File: src/rtl/frame_pkg.sv
// Shared definitions for the frame write-side scaler: mode encodings,
// per-mode decimation shift and the pixel-to-word packing ratio.
package frame_pkg;

  typedef enum logic [1:0] {
    MODE_FULL    = 2'd0,
    MODE_HALF    = 2'd1,
    MODE_QUARTER = 2'd2
  } mode_e;

  // log2 of the decimation factor in each axis; the unused code 3 behaves as 1:1.
  function automatic logic [1:0] mode_shift(input logic [1:0] mode);
    case (mode)
      MODE_HALF:    return 2'd1;
      MODE_QUARTER: return 2'd2;
      default:      return 2'd0;
    endcase
  endfunction

  // Mode key cycles 1:1 -> 2:1 -> 4:1 -> 1:1.
  function automatic logic [1:0] next_mode(input logic [1:0] mode);
    case (mode)
      MODE_FULL: return MODE_HALF;
      MODE_HALF: return MODE_QUARTER;
      default:   return MODE_FULL;
    endcase
  endfunction

  // Number of pixel lanes in one packed memory word.
  function automatic int pack_ratio(input int mem_bits, input int pix_bits);
    return mem_bits / pix_bits;
  endfunction

endpackage

File: src/rtl/key_debounce.sv
// Debouncer for an active-low push key. The key is synchronised first, then
// a counter measures how long it has been held; one press pulse is produced
// per hold once the count reaches DEBOUNCE_CNT.
module key_debounce #(
  parameter int DEBOUNCE_CNT = 1485000,
  parameter int CNT_BITS     = 24
) (
  input  logic clk_i,
  input  logic rst_i,
  input  logic key_n_i,
  output logic press_o
);

  localparam logic [CNT_BITS-1:0] TARGET = CNT_BITS'(DEBOUNCE_CNT);

  logic                key_s1_q, key_s2_q;
  logic [CNT_BITS-1:0] cnt_q, cnt_d;

  // Count while held; stop one past the target so the pulse fires only once.
  always_comb begin
    cnt_d = cnt_q;
    if (key_s2_q) begin
      cnt_d = '0;
    end else if (cnt_q <= TARGET) begin
      cnt_d = cnt_q + CNT_BITS'(1);
    end
  end

  // Key synchroniser and hold counter registers.
  always_ff @(posedge clk_i) begin
    if (rst_i) begin
      key_s1_q <= 1'b1;
      key_s2_q <= 1'b1;
      cnt_q    <= '0;
    end else begin
      key_s1_q <= key_n_i;
      key_s2_q <= key_s1_q;
      cnt_q    <= cnt_d;
    end
  end

  // The counter sits on TARGET for exactly one cycle per hold.
  assign press_o = !key_s2_q && (cnt_q == TARGET);

endmodule

File: src/rtl/frame_write_scaler.sv
// Write-side front end of the frame DDR3 path. Pixels are registered, their
// frame position tracked, decimated 1:1 / 2:1 / 4:1 in both axes according to
// the mode latched at each vsync, and packed LSB-first into memory words.
//
// Handshake: write_en is a valid with no ready -- every pixel is accepted.
// out_en is a one-cycle valid with no ready; out_full is sampled in the cycle
// a word is formed, and a word formed while out_full is high is dropped,
// not counted, and recorded in the sticky overflow flag.
module frame_write_scaler
  import frame_pkg::*;
#(
  parameter int WRITE_DATA_BITS = 16,
  parameter int MEM_DATA_BITS   = 64,
  parameter int H_ACTIVE        = 1920,
  parameter int V_ACTIVE        = 1080,
  parameter int POS_BITS        = 12,
  parameter int DEBOUNCE_CNT    = 1485000,
  parameter int CNT_BITS        = 24
) (
  input  logic                       write_clk,
  input  logic                       rst,
  input  logic                       wframe_vsync,
  input  logic                       mode_key,
  input  logic                       write_en,
  input  logic [WRITE_DATA_BITS-1:0] write_data,
  input  logic                       out_full,
  output logic                       out_en,
  output logic [MEM_DATA_BITS-1:0]   out_data,
  output logic [1:0]                 cur_mode,
  output logic                       frame_done,
  output logic                       frame_trunc,
  output logic [CNT_BITS-1:0]        word_count,
  output logic                       overflow
);

  localparam int RATIO     = pack_ratio(MEM_DATA_BITS, WRITE_DATA_BITS);
  localparam int LANE_BITS = $clog2(RATIO + 1);
  localparam logic [POS_BITS-1:0]  X_LAST = POS_BITS'(H_ACTIVE - 1);
  localparam logic [POS_BITS-1:0]  Y_LAST = POS_BITS'(V_ACTIVE - 1);
  localparam logic [LANE_BITS-1:0] LANE_FULL = LANE_BITS'(RATIO);

  logic                       vs_s1_q, vs_s2_q, vs_s3_q, vs_pos_q;
  logic                       vs_rise;
  logic                       press;
  logic [1:0]                 cur_mode_q, pending_q;
  logic                       s1_valid_q;
  logic [WRITE_DATA_BITS-1:0] s1_data_q;
  logic [POS_BITS-1:0]        x_q, x_d, y_q, y_d;
  logic [MEM_DATA_BITS-1:0]   pack_q, pack_d;
  logic [LANE_BITS-1:0]       lane_q, lane_d;
  logic                       out_en_q, out_en_d;
  logic [MEM_DATA_BITS-1:0]   out_data_q, out_data_d;
  logic                       frame_done_q, frame_done_d;
  logic                       frame_trunc_q, frame_trunc_d;
  logic [CNT_BITS-1:0]        word_count_q, word_count_d;
  logic                       overflow_q, overflow_d;

  logic [1:0]                 shift;
  logic [POS_BITS-1:0]        mask, px, py;
  logic                       keep, last, emit, counted;
  logic [MEM_DATA_BITS-1:0]   emit_data, base_pack;
  logic [LANE_BITS-1:0]       base_lane;
  logic [CNT_BITS-1:0]        base_wc;

  key_debounce #(
    .DEBOUNCE_CNT(DEBOUNCE_CNT),
    .CNT_BITS    (CNT_BITS)
  ) u_key_debounce (
    .clk_i  (write_clk),
    .rst_i  (rst),
    .key_n_i(mode_key),
    .press_o(press)
  );

  assign vs_rise = vs_s2_q && !vs_s3_q;

  // Vsync synchroniser and edge pulse; the mode is latched on the same edge
  // term so the new mode is in force in the cycle vs_pos is acted on.
  always_ff @(posedge write_clk) begin
    if (rst) begin
      vs_s1_q    <= 1'b0;
      vs_s2_q    <= 1'b0;
      vs_s3_q    <= 1'b0;
      vs_pos_q   <= 1'b0;
      cur_mode_q <= MODE_FULL;
      pending_q  <= MODE_FULL;
    end else begin
      vs_s1_q  <= wframe_vsync;
      vs_s2_q  <= vs_s1_q;
      vs_s3_q  <= vs_s2_q;
      vs_pos_q <= vs_rise;
      if (vs_rise) cur_mode_q <= pending_q;
      if (press)   pending_q  <= next_mode(pending_q);
    end
  end

  // Stage 1: register the incoming pixel.
  always_ff @(posedge write_clk) begin
    if (rst) begin
      s1_valid_q <= 1'b0;
      s1_data_q  <= '0;
    end else begin
      s1_valid_q <= write_en;
      s1_data_q  <= write_data;
    end
  end

  // Position tracking, keep decision, lane packing, flush and word accounting.
  always_comb begin
    shift = mode_shift(cur_mode_q);
    mask  = (POS_BITS'(1) << shift) - POS_BITS'(1);

    // A vsync edge restarts the frame; a pixel arriving with it is (0,0).
    px   = vs_pos_q ? '0 : x_q;
    py   = vs_pos_q ? '0 : y_q;
    keep = s1_valid_q && ((px & mask) == '0) && ((py & mask) == '0);
    last = s1_valid_q && (px == X_LAST) && (py == Y_LAST);

    frame_trunc_d = vs_pos_q && ((x_q != '0) || (y_q != '0));
    frame_done_d  = last;

    x_d = px;
    y_d = py;
    if (s1_valid_q) begin
      if (px == X_LAST) begin
        x_d = '0;
        y_d = (py == Y_LAST) ? '0 : py + POS_BITS'(1);
      end else begin
        x_d = px + POS_BITS'(1);
      end
    end

    // On a vsync edge the old partial word is flushed as-is (upper lanes are
    // already zero) and packing restarts from an empty word.
    base_pack = vs_pos_q ? '0 : pack_q;
    base_lane = vs_pos_q ? '0 : lane_q;
    emit      = vs_pos_q && (lane_q != '0);
    emit_data = pack_q;
    counted   = 1'b0;
    pack_d    = base_pack;
    lane_d    = base_lane;

    if (keep) begin
      for (int i = 0; i < RATIO; i++) begin
        if (base_lane == LANE_BITS'(i)) begin
          pack_d[i*WRITE_DATA_BITS +: WRITE_DATA_BITS] = s1_data_q;
        end
      end
      lane_d = base_lane + LANE_BITS'(1);
    end

    // A full word, or whatever is left at the last pixel of the frame. A
    // flush can only be pending when RATIO > 1, in which case the first pixel
    // of a new frame never completes a word, so the two never coincide.
    if ((lane_d == LANE_FULL) || (last && (lane_d != '0))) begin
      emit      = 1'b1;
      emit_data = pack_d;
      counted   = 1'b1;
      pack_d    = '0;
      lane_d    = '0;
    end

    out_en_d   = emit && !out_full;
    out_data_d = out_en_d ? emit_data : '0;
    overflow_d = overflow_q || (emit && out_full);

    base_wc      = vs_pos_q ? '0 : word_count_q;
    word_count_d = base_wc;
    if (counted && !out_full && (base_wc != '1)) begin
      word_count_d = base_wc + CNT_BITS'(1);
    end
  end

  // Datapath and output registers.
  always_ff @(posedge write_clk) begin
    if (rst) begin
      x_q           <= '0;
      y_q           <= '0;
      pack_q        <= '0;
      lane_q        <= '0;
      out_en_q      <= 1'b0;
      out_data_q    <= '0;
      frame_done_q  <= 1'b0;
      frame_trunc_q <= 1'b0;
      word_count_q  <= '0;
      overflow_q    <= 1'b0;
    end else begin
      x_q           <= x_d;
      y_q           <= y_d;
      pack_q        <= pack_d;
      lane_q        <= lane_d;
      out_en_q      <= out_en_d;
      out_data_q    <= out_data_d;
      frame_done_q  <= frame_done_d;
      frame_trunc_q <= frame_trunc_d;
      word_count_q  <= word_count_d;
      overflow_q    <= overflow_d;
    end
  end

  assign out_en      = out_en_q;
  assign out_data    = out_data_q;
  assign cur_mode    = cur_mode_q;
  assign frame_done  = frame_done_q;
  assign frame_trunc = frame_trunc_q;
  assign word_count  = word_count_q;
  assign overflow    = overflow_q;

endmodule

File: config.mk
export PLATFORM = sky130hd
export DESIGN_NAME = frame_write_scaler
export DESIGN_NICKNAME = d
export VERILOG_FILES = /design/src/rtl/frame_pkg.sv /design/src/rtl/key_debounce.sv /design/src/rtl/frame_write_scaler.sv
export SDC_FILE = /design/constraint.sdc
export NUM_CORES = 1
export LEC_CHECK = 0
export ABC_AREA = 1
export BUFFER_PORTS_ARGS = -buffer_cell sky130_fd_sc_hd__buf_2
export CAP_MARGIN = 15
export CELL_PAD_IN_SITES_DETAIL_PLACEMENT = 1
export CELL_PAD_IN_SITES_GLOBAL_PLACEMENT = 1
export CORE_MARGIN = 8
export CORE_UTILIZATION = 38
export CTS_CLUSTER_DIAMETER = 120
export CTS_CLUSTER_SIZE = 12
export DETAILED_ROUTE_END_ITERATION = 12
export PLACE_DENSITY_LB_ADDON = 0.1
export SLEW_MARGIN = 20
export SYNTH_ARGS = -nofsm -noshare
export SYNTH_HDL_FRONTEND = slang
export SYNTH_SLANG_ARGS = --single-unit
export TNS_END_PERCENT = 100
File: constraint.sdc
create_clock -name write_clk -period 2.4 [get_ports write_clk]
set_input_delay 0.12 -clock write_clk [delete_from_list [all_inputs] [get_ports write_clk]]
set_output_delay 0.12 -clock write_clk [all_outputs]
set_load 0.01 [all_outputs]
======== After elaboration in Yosys (flattened, before gate mapping) ========
Index checks and enable logic that the tools add are counted.
storage, ports and cells
  input bits .............................. 22
  logic and storage cells ................. 95
  output and inout port bits .............. 94
  register bits after elaboration ......... 234
cells by class
  equal/unequal tests ..................... 11
  mux-type cells .......................... 22
  order comparisons ....................... 1
  $add $sub $neg .......................... 6
  reductions and logical operators ........ 30
  bitwise logic cells ..................... 3
  shifts and indexed selects .............. 1
operator list
  operator                 number
  $mux W64                 3
  $mux W12                 7
  $mux W16                 4
  $add A24 B1 Y24 const B  2
  $mux W24                 2
  $add A12 B1 Y12 const B  2
  $and A12 B12 Y12         2
  $eq A12 B11 Y1 const B   2
  $eq A24 B21 Y1 const B   1
  $le A24 B21 Y1 const B   1
  $logic_not A12 Y1        2
  $ne A24 B24 Y1 const B   1
  $reduce_bool A12 Y1      2
  $logic_and A1 B1 Y1      13
  $shl A1 B2 Y12 const A   1
  $sub A12 B2 Y12 const B  1
  $pmux W2 S2              2
  $eq A3 B2 Y1 const B     2
  $mux W3                  2
  $reduce_bool A3 Y1       2
  $reduce_or A2 Y1         3
  $eq A2 B1 Y1 const B     2
  $add A3 B1 Y3 const B    1
  $eq A3 B1 Y1 const B     1
  8 further kinds          13

======== Logic depth before layout (Yosys ltp) ========
  depth in word-level cells ............... 16
  depth in mapped cells ................... 22
  mapped depth without buffers ............ 21

======== By module ========
Synthesis repeated with hierarchy kept, for this count alone.
unflattened totals
  cell total of the unflattened synthesis .. 1685
  area, all modules ....................... 11352.1 µm²
by module, submodules not included
  module              times used  area an instance (µm²)  cells an instance
  frame_write_scaler  1           9537.9                  1401
  key_debounce        1           1814.2                  284

======== Worst setup path after synthesis ========
No wires, ideal clock.
  path kind ............................... reg2reg
  start ................................... register cur_mode_q[0] (netlist: cur_mode[0])
  end ..................................... register out_data_q[50] (netlist: out_data[50])
  arrival ................................. 2482 ps
  buffers on the path ..................... 2
  period minus slack after synthesis ...... 2600 ps
  slack ................................... -200 ps
  cell stages (with the launch flop) ...... 23
  cells stage by stage .................... dfxtp_1 > inv_1 > ha_1 > nand2_1 > inv_1 > ha_1 > inv_1 > nand3_1 > nand2_1 > inv_1 > nand2_1 > nor2_1 > nand3_2 > nand2_1 > nand2_1 > nand2_1 > nand2_2 > nand2_4 > inv_2 > buf_6 > buf_4 > nand2_1 > a21oi_2
between the ends
  word-level cells in the longest chain between the ends .. 16
  elaborated cells on any way between the ends .. 22
RTL lines
  element                                       line                       RTL
  start: declaration                            frame_write_scaler.sv:45   logic [1:0] cur_mode_q, pending_q;
  start signal: assignment                      frame_write_scaler.sv:92   if (vs_rise) cur_mode_q <= pending_q;
  $eq A2 B2 Y1 or $eq A2 B1 Y1 (tied branches)  frame_pkg.sv:13            case (mode)
  $pmux W2 S2 *                                 frame_pkg.sv:13
  $shl A1 B2 Y12 *                              frame_write_scaler.sv:111  mask = (POS_BITS'(1) << shift) - POS_BITS'(1);
  $sub A12 B2 Y12 *                             frame_write_scaler.sv:111
  $and A12 B12 Y12                              frame_write_scaler.sv:116  keep = s1_valid_q && ((px & mask) == '0) && ((py & mask) == '0);
  $logic_not A12 Y1                             frame_write_scaler.sv:116
  $logic_and A1 B1 Y1                           frame_write_scaler.sv:116
  $logic_and A1 B1 Y1 *                         frame_write_scaler.sv:116
  $mux W3                                       frame_write_scaler.sv:143  if (keep) begin
  $reduce_bool A3 Y1                            frame_write_scaler.sv:155  if ((lane_d == LANE_FULL) || (last && (lane_d != '0))) begin
  $logic_and A1 B1 Y1                           frame_write_scaler.sv:155
  $logic_or A1 B1 Y1                            frame_write_scaler.sv:155
  $mux W1                                       frame_write_scaler.sv:155
  $logic_and A1 B1 Y1                           frame_write_scaler.sv:163  out_en_d = emit && !out_full;
  $not A1 Y1 (no line)                          --
  $reduce_or A2 Y1 (no line)                    --
  end signal: assignment                        frame_write_scaler.sv:193  out_data_q <= out_data_d;
  end: declaration                              frame_write_scaler.sv:52   logic [MEM_DATA_BITS-1:0] out_data_q, out_data_d;
Every way passes the cells marked *; elsewhere a longest branch is shown, timed or not.
A chain may end at the register's enable or synchronous reset.

======== Worst setup path after layout ========
  start ................................... register cur_mode_q[1] (netlist: cur_mode[1])
  end ..................................... register out_data_q[56] (netlist: out_data[56])
The elaborated chain is that of the path after synthesis.

==> results by group <==
Worst setup path
  – R2R Setup Slk: -0.35 ns
  – Worst Setup End Kind: flop
  – Most Frequent Cell on Critical Path: nand2_2
  – Max FO, Critical Path: 7
  – Startpoint types: flop
  – Req. time, crit path: 2.80 ns
  – CP Class: reg -> reg
  – Crit-path cells: inv_4, buf_6, ha_4, nand2_4, ha_4, inv_2, nand3_2, nand2_2, nor2_1, nand2_1, nor2_2, nand3_1, nand2_2, nand3_4, nand2_8, clkinv_8, clkbuf_16, clkbuf_16, nand2_2, a21oi_2
  – Worst reg2reg path depth: 20
  – Max stage delay on crit path: 0.37 ns
  – Slowest cell on crit path: dfxtp_4
  – Critical Path AT: 3.15 ns

Synthesis
  – Syn nets: 1651
  – Syn Area/Cell: 6.81 µm²
  – Post-synth EDFFs: 0
  – Cell area after synthesis: 0.0110 mm²
  – Synthesis Warnings: 0
  – Top cell type's share of synthesized area: 42.6%
  – Synth cell types: 40
  – Synth Register Bits: 234
  – Cell taking the most area after synthesis: dfxtp_1
  – Ys async rst share: 0%
  – Post-synth top cells: 466 x nand2_1, 234 x dfxtp_1, 227 x nor2_1
  – Area contributors post-synth: dfxtp_1 43%, nand2_1 16%, nor2_1 7.7%
  – Cell with the most instances after synthesis: nand2_1
  – Syn Inst Count: 1614
  – Primary FF master, synth: dfxtp_1
  – Sequential area share after synthesis: 42.6%

Timing
  – Least-Margin Pin Slew: 0.708 ns
  – Clk_skew: 0.0190 ns
  – Max Transition Viols Final: 0
  – Setup ws final: -0.346 ns
  – Setup violations, final: 157
  – Hold_ws: 0.0235 ns
  – Final period util: 114%
  – Slew headroom: 52.7%
  – Final setup TNS: -43.18 ns
  – Fin crit period: 2.75 ns
  – Unrepaired setup endpoints after global routing: true
  – Fin. Hold Viols: 0
  – Highest clock rate: 0.364 GHz

Detailed routing
  – Routed Antenna Nets: 0
  – Via count: 11207
  – Remaining DRCs: 0
  – First-pass iteration count of the detailed router: 7
  – Initial DRC count: 471
  – Drt via density: 4.97
  – DR WL/cell: 17.5 µm
  – Total wire length: 39600 µm

Power and ir drop
  – Power consumption: 7.68 mW
  – Pwr per Cell Area: 503 mW/mm²
  – Leakage: 6.20 nW
  – Worst VDD drop: 0.411 mV

GRT
  – First-pass GRT wire length: 60500 µm
  – Gr usage total: 21.7%
  – Overflow after GRT: 0
  – Largest net degree at the start of global routing: 40
  – Vias in the first global route: 11629
  – Initial antenna violation count: 0

Final layout
  – # fillers: 3579
  – Share of layout cells above drive strength 1: 27.2%
  – Area Overhead vs Synth: 38.8%
  – Design Area, Final: 0.0153 mm²
  – Antenna Cells: 0
  – Final net count: 1908

Clock network
  – CTS max path bufs: 3
  – H-tree depth: 1
  – Clock tree from TritonCTS: built
  – Worst-skew pair later-pin latency: 0.52 ns
  – CTS Buf Count: 23
  – Clock-pin slew on the worst setup and hold paths: 0.06 ns
  – Clk root buf: clkbuf_16
  – CTS sink cnt: 234

Run status
  – Status: finished, violations left
  – Failing checks: setup timing

Place
  – Port bufs: 115
  – Hpwl dp: 24800 µm
  – Final Wtd Congestion: 0.839
  – Placement-stage cell area: 0.0129 mm²

Floorplanning
  – Core footprint: 0.0286 mm²
  – Die Area: 0.0346 mm²
  – Placement row count: 62
  – Die Y: 186 µm
  – Io pins: 116
  – Die Wd: 186 µm
  – Initial Utilization: 38.4%

Run
  – Max Cap Viol: 0

Min path
  – Hold depth: 4
  – Hold Path Class: in -> reg
-- worst paths after layout --
| path | from | endpoint |
|---|---|---|
| min reg2reg | u_key_debounce.key_s1_q | u_key_debounce.key_s2_q |
| max reg2reg | cur_mode[1] | out_data[56] |
| max | cur_mode[1] | out_data[56] |
| min | rst | u_key_debounce.cnt_q[7] |
-- final cells by class --
type	count	area (µm²)	area share, %
timing repair buffer	304	2890	18.9
clock inverter	1	8.76	0.0574
multi-input combinational	1080	5710	37.4
sequential	234	4690	30.7
inverter	228	900	5.89
tap	384	480	3.15
clock buffer	24	579	3.80
-- kinds of logic (layout without fill, tap and decap cells) --
logic type / Yosys count / count (layout) / synth area share, %
compound gates: 187 / 187 / 9.41
simple gates: 851 / 852 / 32.1
buf+inv: 301 / 557 / 12.1
fa+ha+maj: 15 / 15 / 1.71
xor+xnor: 26 / 26 / 2.07
flops: 234 / 234 / 42.6
-- metal layers --
metal | routed length (µm) | GRT usage [%]
met1 | 17500 | 26.7
met2 | 19600 | 39.2
met5 | 0 | 0
met3 | 1400 | 2.73
met4 | 1050 | 5.84
-- layout by cell type, fill, tap and decap left out, types with 3 or more instances in the layout --
cell,synthesis,final
a21oi_1,80,47
a21oi_2,19,51
buf_12,0,31
buf_16,0,8
buf_2,16,115
buf_4,12,99
buf_6,16,17
clkbuf_16,0,34
clkinv_1,3,3
dfxtp_1,234,232
dlygate4sd3_1,0,20
ha_1,15,10
ha_4,0,4
inv_1,222,216
inv_2,2,5
nand2_1,466,405
nand2_2,1,52
nand2_4,2,10
nand3_1,60,45
nand3_2,5,12
nand3_4,0,9
nand4_1,34,34
nor2_1,227,200
nor2_2,2,20
nor2_4,0,9
nor3_1,28,27
nor3_2,2,3
nor3b_1,6,5
nor4_1,14,13
o211ai_1,3,3
o21ai_0,77,55
o21ai_1,1,13
o21ai_2,1,11
xnor2_1,9,9
xor2_1,17,17
-- stage by stage --
step / worst slack, ns / instances / util, %
2_1_floorplan: -0.0213 / 1614 / -
5_1_grt: -0.469 / 2255 / 53.3
6_report: -0.346 / 2255 / 53.3
4_1_cts: -0.176 / 2235 / 50.1
3_3_place_gp: -0.184 / 2170 / 45.0
3_5_place_dp: -0.345 / 2170 / 45.0
-- power breakdown --
| group | switching (mW) | internal (mW) |
|---|---|---|
| clock | 1.50 | 1.69 |
| sequential | 0.0572 | 3.92 |
| combinational | 0.288 | 0.223 |
-- worst max-delay path, delay by kind of cell (launching register included) --
family / cells / cell delay (ns)
and+or+nand+nor: 11 / 1.14
AOI/OAI and AO/OA: 1 / 0.05
buffers and inverters: 6 / 0.67
adders and majority gates: 2 / 0.41
DFF: 1 / 0.37
-- state kept, by name, indices dropped and copies added, names as in the netlist --
| register | flops |
|---|---|
| out_data | 64 |
| pack_q | 64 |
| u_key_debounce.cnt_q | 24 |
| word_count | 24 |
| s1_data_q | 16 |
| x_q | 12 |
| y_q | 12 |
| lane_q | 3 |
| cur_mode | 2 |
| pending_q | 2 |
| frame_done | 1 |
| frame_trunc | 1 |
| out_en | 1 |
| overflow | 1 |
| s1_valid_q | 1 |
| u_key_debounce.key_s1_q | 1 |
| u_key_debounce.key_s2_q | 1 |
| vs_pos_q | 1 |
| vs_s1_q | 1 |
| vs_s2_q | 1 |
| vs_s3_q | 1 |
-- timing repair --
action,CTS,global route
endpoints found under the setup margin,157,165
hold endpoints to repair,20,0
hold buffers,20,0
setup buffers,9,10
cloned,11,12
pin swaps,12,53
resized for setup,92,162
No activity file was read; power rests on OpenSTA's default activity.
